[src/rtl/csah_sub64_pipe_if.sv]
// Handshake/data bundle for csah_sub64_pipe: operand side (in_*) and result side (out_*).
// With SUB_OVF_EN defined the bundle also carries the signed-overflow flag ovf.
interface csah_sub64_pipe_if #(
    parameter int N = 64
);
    logic         in_valid;
    logic         in_ready;
    logic [N-1:0] a;
    logic [N-1:0] b;
    logic         bin;
    logic         out_valid;
    logic         out_ready;
    logic [N-1:0] d;
    logic         bout;
`ifdef SUB_OVF_EN
    logic         ovf;

    modport slave (
        input  in_valid, a, b, bin, out_ready,
        output in_ready, out_valid, d, bout, ovf
    );
    modport master (
        output in_valid, a, b, bin, out_ready,
        input  in_ready, out_valid, d, bout, ovf
    );
`else
    modport slave (
        input  in_valid, a, b, bin, out_ready,
        output in_ready, out_valid, d, bout
    );
    modport master (
        output in_valid, a, b, bin, out_ready,
        input  in_ready, out_valid, d, bout
    );
`endif
endinterface

[src/rtl/csah_sub64_pipe.sv]
// Two-stage pipelined subtractor d = a - b - bin, split at bit M, valid/ready on both sides.
// Optional macro SUB_OVF_EN adds a registered two's-complement overflow flag (bus.ovf).
module csah_sub64_pipe #(
    parameter int N = 64,
    parameter int M = 32
) (
    input logic              clk,
    input logic              rst_n,
    csah_sub64_pipe_if.slave bus
);
    localparam int H  = N - M;
    localparam int L0 = M / 2;
    localparam int L1 = M - L0;
    localparam int H0 = H / 2;
    localparam int H1 = H - H0;

    // Stage 1: low half a + ~b + ~bin, carry-select split at L0.
    logic [M-1:0] a_lo;
    logic [M-1:0] bn_lo;
    logic         cin_lo;
    logic [L0:0]  lo_p0;
    logic [L1:0]  lo_u0;
    logic [L1:0]  lo_u1;
    logic [L1:0]  lo_sel;
    logic [M-1:0] d_lo;
    logic         b1;

    assign a_lo   = bus.a[M-1:0];
    assign bn_lo  = ~bus.b[M-1:0];
    assign cin_lo = ~bus.bin;
    assign lo_p0  = {1'b0, a_lo[L0-1:0]} + {1'b0, bn_lo[L0-1:0]} + {{L0{1'b0}}, cin_lo};
    assign lo_u0  = {1'b0, a_lo[M-1:L0]} + {1'b0, bn_lo[M-1:L0]};
    assign lo_u1  = {1'b0, a_lo[M-1:L0]} + {1'b0, bn_lo[M-1:L0]} + {{L1{1'b0}}, 1'b1};
    assign lo_sel = lo_p0[L0] ? lo_u1 : lo_u0;
    assign d_lo   = {lo_sel[L1-1:0], lo_p0[L0-1:0]};
    assign b1     = ~lo_sel[L1];

    logic         s1_valid_q, s1_valid_d;
    logic [M-1:0] s1_d_lo_q,  s1_d_lo_d;
    logic         s1_b1_q,    s1_b1_d;
    logic [H-1:0] s1_a_hi_q,  s1_a_hi_d;
    logic [H-1:0] s1_b_hi_q,  s1_b_hi_d;
`ifdef SUB_OVF_EN
    logic         s1_sa_q,    s1_sa_d;
    logic         s1_sb_q,    s1_sb_d;
`endif

    // Stage 2: high half on the registered operands, carry-in is the registered low carry.
    logic [H-1:0] bn_hi;
    logic         cin_hi;
    logic [H0:0]  hi_p0;
    logic [H1:0]  hi_u0;
    logic [H1:0]  hi_u1;
    logic [H1:0]  hi_sel;
    logic [N-1:0] d_full;
    logic         bout_full;

    assign bn_hi     = ~s1_b_hi_q;
    assign cin_hi    = ~s1_b1_q;
    assign hi_p0     = {1'b0, s1_a_hi_q[H0-1:0]} + {1'b0, bn_hi[H0-1:0]} + {{H0{1'b0}}, cin_hi};
    assign hi_u0     = {1'b0, s1_a_hi_q[H-1:H0]} + {1'b0, bn_hi[H-1:H0]};
    assign hi_u1     = {1'b0, s1_a_hi_q[H-1:H0]} + {1'b0, bn_hi[H-1:H0]} + {{H1{1'b0}}, 1'b1};
    assign hi_sel    = hi_p0[H0] ? hi_u1 : hi_u0;
    assign d_full    = {hi_sel[H1-1:0], hi_p0[H0-1:0], s1_d_lo_q};
    assign bout_full = ~hi_sel[H1];

    logic         out_valid_q, out_valid_d;
    logic [N-1:0] d_q,         d_d;
    logic         bout_q,      bout_d;
`ifdef SUB_OVF_EN
    logic         ovf_q,       ovf_d;
`endif

    logic adv1;
    logic adv2;
    logic accept;

    assign adv2   = !out_valid_q | bus.out_ready;
    assign adv1   = !s1_valid_q | adv2;
    assign accept = bus.in_valid & adv1;

    always_comb begin
        // NOTE: every next-state variable defaults to its held value first, so no path infers a latch.
        s1_valid_d  = s1_valid_q;
        s1_d_lo_d   = s1_d_lo_q;
        s1_b1_d     = s1_b1_q;
        s1_a_hi_d   = s1_a_hi_q;
        s1_b_hi_d   = s1_b_hi_q;
`ifdef SUB_OVF_EN
        s1_sa_d     = s1_sa_q;
        s1_sb_d     = s1_sb_q;
        ovf_d       = ovf_q;
`endif
        out_valid_d = out_valid_q;
        d_d         = d_q;
        bout_d      = bout_q;

        if (adv1) begin
            s1_valid_d = accept;
            if (accept) begin
                s1_d_lo_d = d_lo;
                s1_b1_d   = b1;
                s1_a_hi_d = bus.a[N-1:M];
                s1_b_hi_d = bus.b[N-1:M];
`ifdef SUB_OVF_EN
                s1_sa_d   = bus.a[N-1];
                s1_sb_d   = bus.b[N-1];
`endif
            end
        end

        if (adv2) begin
            out_valid_d = s1_valid_q;
            if (s1_valid_q) begin
                d_d    = d_full;
                bout_d = bout_full;
`ifdef SUB_OVF_EN
                ovf_d  = (s1_sa_q != s1_sb_q) & (d_full[N-1] != s1_sa_q);
`endif
            end
        end
    end

    always_ff @(posedge clk) begin
        if (!rst_n) begin
            // NOTE: data registers are cleared as well as valids, so d/bout read 0 after reset.
            s1_valid_q  <= 1'b0;
            s1_d_lo_q   <= '0;
            s1_b1_q     <= 1'b0;
            s1_a_hi_q   <= '0;
            s1_b_hi_q   <= '0;
`ifdef SUB_OVF_EN
            s1_sa_q     <= 1'b0;
            s1_sb_q     <= 1'b0;
            ovf_q       <= 1'b0;
`endif
            out_valid_q <= 1'b0;
            d_q         <= '0;
            bout_q      <= 1'b0;
        end else begin
            // NOTE: non-blocking updates make both stages sample pre-edge values, so the pipe shifts cleanly.
            s1_valid_q  <= s1_valid_d;
            s1_d_lo_q   <= s1_d_lo_d;
            s1_b1_q     <= s1_b1_d;
            s1_a_hi_q   <= s1_a_hi_d;
            s1_b_hi_q   <= s1_b_hi_d;
`ifdef SUB_OVF_EN
            s1_sa_q     <= s1_sa_d;
            s1_sb_q     <= s1_sb_d;
            ovf_q       <= ovf_d;
`endif
            out_valid_q <= out_valid_d;
            d_q         <= d_d;
            bout_q      <= bout_d;
        end
    end

    assign bus.in_ready  = adv1;
    assign bus.out_valid = out_valid_q;
    assign bus.d         = d_q;
    assign bus.bout      = bout_q;
`ifdef SUB_OVF_EN
    assign bus.ovf       = ovf_q;
`endif
endmodule

[src/flat_wrapper.sv]
// flat-port wrapper written by rule: the top's interface ports become plain ports
module csah_sub64_pipe_flat 
#(
    parameter int N = 64,
    parameter int M = 32
)
  (clk, rst_n, bus_in_valid, bus_a, bus_b, bus_bin, bus_out_ready, bus_in_ready, bus_out_valid, bus_d, bus_bout);
  csah_sub64_pipe_if #(.N(N)) bus_i ();
  input logic clk;
  input logic rst_n;
  input wire logic [$bits(bus_i.in_valid)-1:0] bus_in_valid;
  input wire logic [$bits(bus_i.a)-1:0] bus_a;
  input wire logic [$bits(bus_i.b)-1:0] bus_b;
  input wire logic [$bits(bus_i.bin)-1:0] bus_bin;
  input wire logic [$bits(bus_i.out_ready)-1:0] bus_out_ready;
  output wire logic [$bits(bus_i.in_ready)-1:0] bus_in_ready;
  output wire logic [$bits(bus_i.out_valid)-1:0] bus_out_valid;
  output wire logic [$bits(bus_i.d)-1:0] bus_d;
  output wire logic [$bits(bus_i.bout)-1:0] bus_bout;
  assign bus_i.in_valid = bus_in_valid;
  assign bus_i.a = bus_a;
  assign bus_i.b = bus_b;
  assign bus_i.bin = bus_bin;
  assign bus_i.out_ready = bus_out_ready;
  assign bus_in_ready = bus_i.in_ready;
  assign bus_out_valid = bus_i.out_valid;
  assign bus_d = bus_i.d;
  assign bus_bout = bus_i.bout;
  csah_sub64_pipe #(.N(N), .M(M)) u_core (.clk(clk), .rst_n(rst_n), .bus(bus_i));
endmodule
[config.mk]
export PLATFORM = sky130hd
export DESIGN_NAME = csah_sub64_pipe_flat
export DESIGN_NICKNAME = d
export VERILOG_FILES = /design/src/rtl/csah_sub64_pipe_if.sv /design/src/rtl/csah_sub64_pipe.sv /design/src/flat_wrapper.sv
export SDC_FILE = /design/constraint.sdc
export NUM_CORES = 1
export LEC_CHECK = 0
export CAP_MARGIN = 40
export CORE_UTILIZATION = 49
export DETAILED_ROUTE_END_ITERATION = 8
export PLACE_DENSITY = 0.77
export SLEW_MARGIN = 10
export SYNTH_ARGS = -nofsm -noshare
export SYNTH_HDL_FRONTEND = slang
export SYNTH_SLANG_ARGS = --single-unit
[constraint.sdc]
create_clock -name clk -period 4.47 [get_ports clk]
set_input_delay 0.894 -clock clk [delete_from_list [all_inputs] [get_ports clk]]
set_output_delay 0.894 -clock clk [all_outputs]
set_load 0.02 [all_outputs]
==> results of run 1 <==
## layout by cell type, fill, tap and decap left out, drive strengths merged, types with 15 or more instances in the layout
cell type      instances
a211oi                28
a21o                  20
a21oi                163
clkbuf                21
clkdlybuf4s50        199
dfxtp                164
ha                    64
inv                   82
nand2                265
nand3                 27
nor2                  69
o21a                  15
o21ai                 45
xnor2                 39
xor2                  28
## where the power goes
| group | switching, mW | internal (mW) | leakage, nW | total [mW] |
|---|---|---|---|---|
| Clock | 0.548 | 0.904 | 0.286 | 1.45 |
| Combinational | 0.633 | 0.541 | 3.26 | 1.17 |
| Sequential | 0.0596 | 1.57 | 1.35 | 1.63 |
## area by class of cell
type	count	area share
Timing Repair Buffer	211	0.172
Inverter	82	0.0253
Sequential cell	164	0.268
Tap cell	260	0.0265
Clock inverter	6	0.00857
Multi-Input combinational cell	928	0.461
Antenna cell	1	0.000204
Clock buffer	21	0.0384
## worst paths after layout
kind                                         start                                end  depth (start not counted)
setup / recovery                           bus_bin  u_core.s1_d_lo_q[29]$_SDFFE_PN0P_                         12
setup reg to reg  u_core.s1_a_hi_q[0]$_SDFFE_PN0P_       u_core.bus.bout$_SDFFE_PN0P_                         12
hold reg to reg      u_core.bus.d[37]$_SDFFE_PN0P_      u_core.bus.d[37]$_SDFFE_PN0P_                          2
hold / removal       u_core.bus.d[37]$_SDFFE_PN0P_      u_core.bus.d[37]$_SDFFE_PN0P_                          2
## synth_stat cells, types with 15 or more instances
cell type  count
nor2_1        69
a21o_1        20
ha_1          64
o21a_1        15
xnor2_1       39
o21ai_0       43
nand2_1      263
dfxtp_1      164
a21oi_1      162
inv_1         82
nand3_1       26
a211oi_1      28
xor2_1        28
clkbuf_1      60
## metal layers
metal / GRT usage / part of all wire / up-vias
met1: 0.291 / 0.46 / 4054
met2: 0.402 / 0.48 / 218
li1: - / - / 4578
met5: 0 / 0 / -
met4: 0.0812 / 0.013 / 0
met3: 0.0380 / 0.050 / 25
## cell families after synthesis
kind of cell               after synthesis
AOI/OAI and AO/OA                      334
and+or+nand+nor                        452
DFF                                    164
muxes                                    5
adders and majority gates               70
xor gates and xnor gates                67
buffers and inverters                  146
## sequential cells by signal, summed over array words and instances, names as in the netlist
name and flops:
u_core.s1_a_hi_q 32, u_core.bus.out_valid 1, u_core.s1_b1_q 1, u_core.bus.bout 1
u_core.s1_valid_q 1, u_core.bus.d 64, u_core.s1_d_lo_q 32, u_core.s1_b_hi_q 32
## worst min-delay path, delay by kind of cell, from the launching register on
kind	cells	cell delay, ns
DFF	1	0.31
and+or+nand+nor	1	0.05
AOI/OAI and AO/OA	1	0.05
## per-stage QoR
| step | hold slack (ns) | worst slack, ns | util | instances |
|---|---|---|---|---|
| finish | 0.450 | 0.529 | 0.651 | 1673 |
| floorplan | 0.429 | 0.911 | - | 1238 |
| CTS | 0.450 | 0.508 | 0.651 | 1672 |
| global placement | 0.435 | 0.190 | 0.620 | 1645 |
| detailed placement | 0.444 | 0.0873 | 0.620 | 1645 |
| global route | 0.465 | 0.297 | 0.651 | 1673 |
==> results.yml, run 1 <==
clocking:
  max-clock-path-buffers: 2
  htree_num_levels: 4
  clock_latency_ns: 0.42
  hold_buffers: 0
  clock_sinks: 164
  path_clk_slew_ns: 0.06
  cts_tree: "done"
  cts_setup_buffers: 0
  cts_root_buffer: "clkbuf_16"
  cts_buffers: 17
  cts_resized: 0
flow_run:
  maxCapViolCount: 0
global_route:
  antenna_found_initial: 1
  grt_max_degree: 85
  grt.overflow.total: 0
  grt_pass1_vias: 8193
  grt_pass1_wl_mm: 37.7
  grt_util_all_layers: 0.232
die:
  die-area_mm2: 0.0199
  initial_utilization: 0.503
  core-area_mm2: 0.0188
  die_w_um: 141
  io_pins: 200
  die_y_um: 141
  rows: 50
power:
  leakagePower_nw: 4.89
  power_density_mw_per_mm2: 347
  fin_total_pwr_mw: 4.25
  ir_worst_vdd_v: 0.000179
yosys:
  synth_top_family_by_area: "compound AO/OA/AOI/OAI gates"
  yosys-top-cells-area: "dfxtp_1 35%, nand2_1 10%, a21oi_1 8.6%"
  yosys_warnings: 0
  synth-edff-count: 0
  yosys.area.top_type: "dfxtp_1"
  async_flop_share: 0
  avgSynthCellArea_um2: 7.66
  synth_top_area_frac: 0.346
  yosysSeqAreaShare: 0.346
  synth_xor_xnor_area_share: 0.0619
  synth_seq_cells: 164
  synth-compound-area-share: 0.218
  yosys.area_share.simple: 0.213
  syn-cell-area_mm2: 0.00948
  syn-num-nets: 1441
  ys.flop_type: "dfxtp_1"
  ys_types: 71
  synth_mux_area_frac: 0.00528
  synth_fa_ha_area_frac: 0.0972
  synth_cells: 1238
final_layout:
  register_area_mm2: 0.00328
  nFillCells: 1694
  area_growth_pct: 29.4
  drive_gt1_frac: 0.0432
  multi_input_area_mm2: 0.00566
  fin_area_mm2: 0.0123
  layout.nets: 1607
sta:
  setup_viol: 0
  slew_headroom: 0.411
  drv_slew: 0
  hold_viol: 0
  fmax_ghz: 0.254
  tns_ns: 0
  worst_pin_slew_ns: 0.883
  finalCritPeriodShare: 0.882
  rsz0062_at_grt: "no"
  period_needed_ns: 3.94
  worst_clock_skew_ns: 0.0110
worst_setup_path:
  slowest_delay_ns: 0.47
  cp-end-kind: "flop"
  regToRegSetupSlack_ns: 0.77
  cp_num_buf_inv: 1
  crit_path_start_kind: "input pin"
  critPathRequiredTime_ns: 4.81
  crit_family: "compound AO/OA/AOI/OAI gates"
  path_common_cell: "fa_1"
  critPathSlowestCell: "fa_1"
  crit_path_max_fanout: 5
  crit_type: "input pin to flop"
  arrival_ns: 4.28
  crit_path_cell_trace: "clkdlybuf4s50_1 > fa_1 > fa_1 > nand2b_1 > a211oi_1 > o21ai_1 > a21oi_1 > o211a_1 > and2_1 > nand2_1 > or3_1 > a311oi_1"
drt:
  routed_wl_mm: 23.0
  vias: 8875
  dr.pass1.iters: 5
  antenna_left: 0
  viasPerCell: 5.30
  drt_iter0_markers: 427
  wl_per_cell_um: 13.7
  drc_errors: 0
place:
  dpl.hpwl_mm: 16.8
  placed_area_mm2: 0.0117
  gp_congestion: 0.888
  port_buffers: 199
worst_hold_path:
  hp-class: "flop to flop"
status:
  status: "completed"
Power figures use the tool's default switching activity.
==> run 2: changes to the inputs <==
--- a/config.mk
+++ b/config.mk
@@ -9,7 +9,6 @@
 export CORE_UTILIZATION = 49
 export DETAILED_ROUTE_END_ITERATION = 8
 export PLACE_DENSITY = 0.77
-export SLEW_MARGIN = 10
 export SYNTH_ARGS = -nofsm -noshare
 export SYNTH_HDL_FRONTEND = slang
 export SYNTH_SLANG_ARGS = --single-unit
==> results of run 2 <==
The final DEF is identical to that of run 1; final timing and power are the same.
==> run 3: changes to the inputs <==
--- a/config.mk
+++ b/config.mk
@@ -8,6 +8,7 @@
 export CAP_MARGIN = 40
 export CORE_UTILIZATION = 49
 export DETAILED_ROUTE_END_ITERATION = 8
+export MAX_ROUTING_LAYER = met4
 export PLACE_DENSITY = 0.77
 export SYNTH_ARGS = -nofsm -noshare
 export SYNTH_HDL_FRONTEND = slang
==> constraint.sdc (replaced) <==
create_clock -name clk -period 4.47 [get_ports clk]
set_input_delay 0.447 -clock clk [delete_from_list [all_inputs] [get_ports clk]]
set_output_delay 0.447 -clock clk [all_outputs]
set_load 0.02 [all_outputs]
==> results.yml, run 3 (synthesis gave the netlist of run 1 again) <==
status:
  status: "completed"
sta:
  worst_clock_skew_ns: 0.00851
  worst_pin_slew_ns: 0.827
  drv_slew: 0
  setup_ws_ns: 0.849
  rsz0062_at_grt: "no"
  slew_headroom: 0.449
  hold_viol: 0
  holdWs_ns: 0.447
  setup_viol: 0
  period_needed_ns: 3.62
  fmax_ghz: 0.276
  tns_ns: 0
  finalCritPeriodShare: 0.810
clocking:
  clock_sinks: 164
  htree_num_levels: 4
  cts_root_buffer: "clkbuf_16"
  max-clock-path-buffers: 2
  cts_buffers: 17
  cts_tree: "done"
  hold_buffers: 0
  cts_setup_buffers: 0
  clock_latency_ns: 0.43
  path_clk_slew_ns: 0.06
  cts_resized: 0
worst_setup_path:
  arrival_ns: 3.94
  worst-r2r-cell-count: 12
  cp-end-kind: "flop"
  crit_type: "flop to flop"
  crit_path_max_fanout: 7
  critPathRequiredTime_ns: 4.78
  crit_path_start_kind: "flop"
global_route:
  grt.overflow.total: 0
  antenna_found_initial: 2
  grt_pass1_wl_mm: 38.2
  grt_util_all_layers: 0.243
  grt_pass1_vias: 8212
  grt_max_degree: 82
power:
  leakagePower_nw: 4.88
  ir_worst_vdd_v: 0.000229
  power_density_mw_per_mm2: 347
place:
  dp_worst_setup_slack_ns: 0.514
  gp_congestion: 0.881
  dpl.hpwl_mm: 17.2
  placed_area_mm2: 0.0117
  port_buffers: 199
final_layout:
  largest_register_ffs: 64
  final_common_cell: "nand2_1"
  layout.nets: 1604
  nFillCells: 1656
  multi_input_area_mm2: 0.00566
  drive_gt1_frac: 0.0446
  final_cell_mix: "262 x nand2_1, 199 x clkdlybuf4s50_1, 164 x dfxtp_1"
  area_growth_pct: 29.5
  fin_area_mm2: 0.0123
  register_area_mm2: 0.00328
  utilization: 0.652
flow_run:
  maxCapViolCount: 0
drt:
  antenna_left: 0
  dr.pass1.iters: 5
  wl_per_cell_um: 13.8
  drt_iter0_markers: 480
  routed_wl_mm: 23.2
  drc_errors: 0
  vias: 8864
  viasPerCell: 5.29
die:
  die_y_um: 141
  die-area_mm2: 0.0199
  die_w_um: 141
  rows: 50
  io_pins: 200
  core-area_mm2: 0.0188
  initial_utilization: 0.503
worst_hold_path:
  hp-class: "flop to flop"
  min_delay_path_depth: 2
[run 3: cell count changes in the layout (fill, tap and decap cells not counted)]
cell        change
buf_12          +1
buf_4           -4
bufinv_16       -1
clkinv_2        -1
clkinv_4        +2
clkinvlp_4      +4
diode_2         +1
inv_6           +1
[run 3: path summary, 6_finish.rpt]
kind | from | end | slack, ns
max | u_core.s1_a_hi_q[0]$_SDFFE_PN0P_ | u_core.bus.bout$_SDFFE_PN0P_ | 0.85
min | u_core.s1_d_lo_q[30]$_SDFFE_PN0P_ | u_core.bus.d[30]$_SDFFE_PN0P_ | 0.45
max reg2reg | u_core.s1_a_hi_q[0]$_SDFFE_PN0P_ | u_core.bus.bout$_SDFFE_PN0P_ | 0.85
min reg2reg | u_core.s1_d_lo_q[30]$_SDFFE_PN0P_ | u_core.bus.d[30]$_SDFFE_PN0P_ | 0.45
[run 3: area by class of cell]
| type | instances | area share |
|---|---|---|
| diodes | 2 | 0.000408 |
| clock buffers | 21 | 0.0383 |
| clock inverters | 11 | 0.0103 |
| inverters | 82 | 0.0253 |
| multi-input cells | 928 | 0.461 |
| flip-flops and latches | 164 | 0.267 |
| well taps | 260 | 0.0265 |
| repair buffers | 208 | 0.171 |
[run 3: layer usage]
| metal | share of wire | global-route usage | up-vias |
|---|---|---|---|
| met1 | 0.46 | 0.304 | 4055 |
| li1 | - | - | 4580 |
| met5 | 0 | - | - |
| met2 | 0.47 | 0.394 | 199 |
| met3 | 0.046 | 0.0442 | 30 |
| met4 | 0.017 | 0.0824 | 0 |
[run 3: through the flow]
| stage | std cells | power (mW) |
|---|---|---|
| floorplan | 1238 | 2.44 |
| global placement | 1640 | 2.79 |
| detailed placement | 1642 | 2.82 |
| CTS | 1674 | 4.29 |
| global route | 1676 | 4.49 |
| finish | 1676 | 4.26 |
[run 3: where the power goes]
group	switching, mW	internal (mW)
clock network	0.600	0.868
registers	0.0591	1.57
logic	0.632	0.539
[run 3: critical path, cell delays in order, from the launching register on]
cell	delay [ns]
dfxtp_1	0.32
inv_1	0.05
fa_1	0.41
fa_1	0.39
nand2b_1	0.19
a21oi_1	0.24
o2111ai_1	0.17
a211oi_1	0.43
a21boi_2	0.19
nor3b_4	0.40
nand3_1	0.12
or4_1	0.41
and3_1	0.19
